### src/rtl/dla_reset_sequencer.sv
// Staggered per-stage reset fan-out with minimum hold, ordered release and drained soft reset.
module dla_reset_sequencer #(
    parameter int unsigned NUM_STAGES    = 4,
    parameter int unsigned HOLD_CYCLES   = 16,
    parameter int unsigned STAGE_GAP     = 8,
    parameter int unsigned DRAIN_TIMEOUT = 256
) (
    input  logic                  clk,
    input  logic                  i_sync_resetn,
    input  logic                  i_sw_reset_req,
    input  logic                  i_idle,
    output logic [NUM_STAGES-1:0] o_stage_resetn,
    output logic                  o_ready,
    output logic                  o_drain_req,
    output logic                  o_drain_timeout
);

    localparam int unsigned SEQ_LEN = HOLD_CYCLES + NUM_STAGES * STAGE_GAP;
    localparam int unsigned CNT_MAX = (SEQ_LEN > DRAIN_TIMEOUT) ? SEQ_LEN : DRAIN_TIMEOUT;
    localparam int unsigned CNT_W   = $clog2(CNT_MAX + 1);

    // Reject parameter values below their minimum at elaboration.
    if (NUM_STAGES < 1 || HOLD_CYCLES < 1 || STAGE_GAP < 1 || DRAIN_TIMEOUT < 1) begin : g_param_check
        $error("dla_reset_sequencer: all parameters must be >= 1");
    end

    typedef enum logic [1:0] {
        HOLD    = 2'd0,
        RELEASE = 2'd1,
        RUN     = 2'd2,
        DRAIN   = 2'd3
    } state_t;

    state_t                  state_q, state_d;
    logic [CNT_W-1:0]        cnt_q, cnt_d;
    logic [NUM_STAGES-1:0]   stage_d;
    logic                    ready_d;
    logic                    drain_req_d;
    logic                    drain_timeout_d;

    // Next-state, counter and output decode. The counter holds the number of edges
    // since t=0 of the current state; an entry edge that is itself t=0 loads 1.
    always_comb begin
        state_d         = state_q;
        cnt_d           = (cnt_q == CNT_W'(CNT_MAX)) ? cnt_q : cnt_q + CNT_W'(1);
        stage_d         = o_stage_resetn;
        ready_d         = o_ready;
        drain_req_d     = o_drain_req;
        drain_timeout_d = 1'b0;

        case (state_q)
            HOLD: begin
                stage_d     = '0;
                ready_d     = 1'b0;
                drain_req_d = 1'b0;
                if (cnt_q == CNT_W'(HOLD_CYCLES)) begin
                    stage_d = NUM_STAGES'(1);
                    state_d = RELEASE;
                    cnt_d   = CNT_W'(1);
                end
            end
            RELEASE: begin
                for (int unsigned k = 1; k < NUM_STAGES; k++) begin
                    if (cnt_q == CNT_W'(k * STAGE_GAP)) begin
                        stage_d = stage_d | (NUM_STAGES'(1) << k);
                    end
                end
                if (cnt_q == CNT_W'(NUM_STAGES * STAGE_GAP)) begin
                    ready_d = 1'b1;
                    state_d = RUN;
                    cnt_d   = '0;
                end
            end
            RUN: begin
                cnt_d = '0;
                if (i_sw_reset_req) begin
                    ready_d     = 1'b0;
                    drain_req_d = 1'b1;
                    state_d     = DRAIN;
                    cnt_d       = CNT_W'(1);
                end
            end
            DRAIN: begin
                if (i_idle || (cnt_q == CNT_W'(DRAIN_TIMEOUT))) begin
                    drain_req_d     = 1'b0;
                    stage_d         = '0;
                    drain_timeout_d = ~i_idle;
                    state_d         = HOLD;
                    cnt_d           = CNT_W'(1);
                end
            end
            default: begin
                stage_d = '0;
                ready_d = 1'b0;
                state_d = HOLD;
                cnt_d   = '0;
            end
        endcase
    end

    // State, counter and registered outputs with synchronous active-low reset.
    always_ff @(posedge clk) begin
        if (!i_sync_resetn) begin
            state_q         <= HOLD;
            cnt_q           <= '0;
            o_stage_resetn  <= '0;
            o_ready         <= 1'b0;
            o_drain_req     <= 1'b0;
            o_drain_timeout <= 1'b0;
        end else begin
            state_q         <= state_d;
            cnt_q           <= cnt_d;
            o_stage_resetn  <= stage_d;
            o_ready         <= ready_d;
            o_drain_req     <= drain_req_d;
            o_drain_timeout <= drain_timeout_d;
        end
    end

endmodule

### config.mk
export PLATFORM = sky130hd
export DESIGN_NAME = dla_reset_sequencer
export DESIGN_NICKNAME = d
export VERILOG_FILES = /design/src/rtl/dla_reset_sequencer.sv
export SDC_FILE = /design/constraint.sdc
export NUM_CORES = 1
export LEC_CHECK = 0
export CORE_AREA = 2 2 46 48
export CTS_CLUSTER_SIZE = 10
export DETAILED_ROUTE_END_ITERATION = 16
export DIE_AREA = 0 0 48 50
export PLACE_DENSITY = 0.8
export SYNTH_ARGS = -nofsm -noshare
export SYNTH_HDL_FRONTEND = slang
export SYNTH_SLANG_ARGS = --single-unit
### constraint.sdc
create_clock -name clk -period 5 [get_ports clk]
set_input_delay 1 -clock clk [delete_from_list [all_inputs] [get_ports clk]]
set_output_delay 1 -clock clk [all_outputs]
set_load 0.05 [all_outputs]
==> key figures <==
CTS
  – Clk pin slew, worst setup/hold paths: 100 ps
  – Post-CTS Resized: 0
  – Root Driver: clkbuf_4
  – Clk Latency, worst-skew pair: 300 ps
  – # hold bufs at CTS: 0
  – H-tree level count: 1
  – Total CTS buffers: 3
  – CTS tree: built
  – Postcts setup bufs: 0
  – Clock Path Buffers: 2
  – CTS sink cnt: 18

Drt
  – Vias/cell: 5.640
  – Initial DRC count: 15
  – Wire length per cell: 13.35 µm
  – Routed Antenna Nets: 0
  – DRC: 0
  – Via count: 846
  – Detailed Route WL: 2002 µm
  – Initial DRT Pass Iterations: 4

STA
  – Fmax: 0.4059 GHz
  – Worst-Margin Slew: 549.1 ps
  – Max_slew headroom: 0.6322
  – Worst hold slack: 449.1 ps
  – Final hold viol count: 0
  – Final setup fails: 0
  – Slew Viols, Final: 0
  – Final Cycle Share: 0.4927
  – Layout Skew: 1.961 ps
  – Setup TNS: 0 ps
  – RSZ-0062 raised after global routing: false
  – Fin crit period: 2463 ps

Placement
  – Placer Congestion: 0.8318
  – PortBufs: 10
  – Post-DP HPWL: 1533 µm

Logic synthesis
  – Count leader, synth: dfxtp_1
  – Post-Syn Instances: 109
  – Post-synth top cells: 18 x dfxtp_1, 12 x inv_1, 11 x nor2_1, 8 x a21oi_1, 7 x nand2_1
  – Main synth FF type: dfxtp_1
  – EDFF count, synth: 0
  – Mux cell area share after synthesis: 0.01005
  – Post-synthesis compound-gate area fraction: 0.1771
  – Largest cells by area after synthesis: dfxtp_1 36%, ha_1 7.5%, inv_1 4.5%
  – Post-synthesis sequential area ratio: 0.3618
  – Register bit total from synthesis: 18
  – Synth Warn #: 0
  – Syn_nets: 119
  – Synth Area in Adders: 0.07538
  – FFs w/ async S/R, synth: 0
  – Yosys cell types: 38
  – XOR/XNOR share of the synthesized area: 0.05276
  – Yosys top cell by area: dfxtp_1
  – Combinational family with the most area after synthesis: simple AND/OR/NAND/NOR gates
  – Share of synthesized cell area in and, or, nand and nor gates: 0.2776
  – Synthesized cell area: 996.0 µm²
  – Yosys top cell area share: 0.3618
  – Syn_area_per_cell: 9.137 µm²

Pwr
  – PD cells: 221.1 nW/µm²
  – VDD IR max: 0.1920 mV
  – Pleak: 0.4148 nW
  – Total chip power: 0.2579 mW

Hold path
  – Worst hold path type: reg2reg
  – Hold Path Depth: 2

Worst setup path
  – Slowest-stage cell, CP: clkdlybuf4s50_1
  – WP data arrival: 1460 ps
  – Endpoint class of the critical path: primary output
  – Worst path required time: 4000 ps
  – Worst R2R Path Depth: 6
  – R2r setup slk: 3000 ps
  – Crit path max fanout: 2
  – CP cell instances: clkdlybuf4s50_1
  – Critical path depth in cells: 1
  – Startpoint type of the worst setup path: flip-flop
  – Critical Path Max Stage Delay: 810 ps
  – CP Buf/Inv Count: 1
  – Delay-heaviest family, CP: buffers and inverters
  – CP Class: reg2out

Global route
  – Initial antenna violation count: 0
  – First-pass GRT wire length: 3525 µm
  – GR Overflow Total: 0
  – Pin count of the biggest net entering global routing: 11
  – GRT Overall Usage: 0.2038
  – Vias in the first global route: 820

Floorplan
  – Total die area: 2400 µm²
  – Ports: 11
  – Initial core utilization: 0.5237
  – Die X: 48 µm
  – Die height: 50 µm
  – Core box area: 1902 µm²
  – Rows: 16

Layout
  – Antenna Cells: 0
  – Layout cells sized above 1: 0.09756
  – Fillers: 163
  – FF+latch area: 360.3 µm²
  – Finished Core Util: 0.6132
  – Area grow syn2layout: 17.09%
  – Multi-input logic area: 590.6 µm²
  – Final #Nets: 134

Job
  – MaxCap Viol Count: 0

Outcome
  – Status: completed
==> cell families after synthesis <==
kind of cell | count (synthesis)
buffers and inverters | 12
adders and majority gates | 6
and+or+nand+nor | 44
DFF | 18
xor gates and xnor gates | 6
muxes | 1
AOI/OAI and AO/OA | 22
==> area by class of cell <==
class / instances / area share
multi-input cells: 79 / 0.5064
well taps: 27 / 0.02897
flip-flops and latches: 18 / 0.3090
inverters: 12 / 0.03863
repair buffers: 10 / 0.08584
clock buffers: 4 / 0.03112
==> cell usage in the layout (no fill, tap or decap), types with 2 or more instances in the layout <==
cell type	netlist	layout
inv_1	12	12
nand3_1	5	5
or4_1	2	2
clkbuf_4	0	3
a21oi_1	8	8
nor4b_2	2	2
xnor2_1	5	5
a211oi_1	2	2
ha_1	6	6
nor2_1	11	11
clkdlybuf4s50_1	0	10
nor3_1	4	4
nand2b_1	2	2
dfxtp_1	18	18
nand2_1	7	7
==> through the flow <==
| step | worst slack [ps] | instance area, µm² | instances |
|---|---|---|---|
| floorplan | 3065 | 996.0 | 109 |
| global placement | 2552 | 1130 | 146 |
| detailed placement | 2493 | 1130 | 146 |
| CTS | 2516 | 1166 | 150 |
| global route | 2468 | 1166 | 150 |
| finish | 2537 | 1166 | 150 |
==> worst min-delay path: stages, from the launching register on <==
cell	delay, ps
dfxtp_1	320
inv_1	40
a21oi_1	50
==> power by group <==
part | internal [mW] | leakage (nW) | total (mW) | switching, mW
clock | 0.0445 | 0.0210 | 0.0919 | 0.0474
combinational | 0.00882 | 0.248 | 0.0178 | 0.00902
sequential | 0.145 | 0.146 | 0.148 | 0.00278
==> registers in the layout (all words and copies together), names as in the netlist <==
| register | flops |
|---|---|
| o_drain_req | 1 |
| o_stage_resetn | 4 |
| o_drain_timeout | 1 |
| cnt_q | 9 |
| state_q | 2 |
| o_ready | 1 |
==> per-layer routing <==
metal,track usage,vias up,share of wire
li1,-,420,-
met1,0.2500,399,0.43
met2,0.3178,22,0.51
met3,0.04396,5,0.037
met4,0.1081,0,0.022
met5,0,-,0
==> worst paths after layout <==
kind | to | from
max | o_ready | o_ready
min reg2reg | o_stage_resetn[2] | o_stage_resetn[2]
min | o_stage_resetn[2] | o_stage_resetn[2]
max reg2reg | state_q[1] | cnt_q[0]
Note: power is estimated with default switching activity, not from simulation.
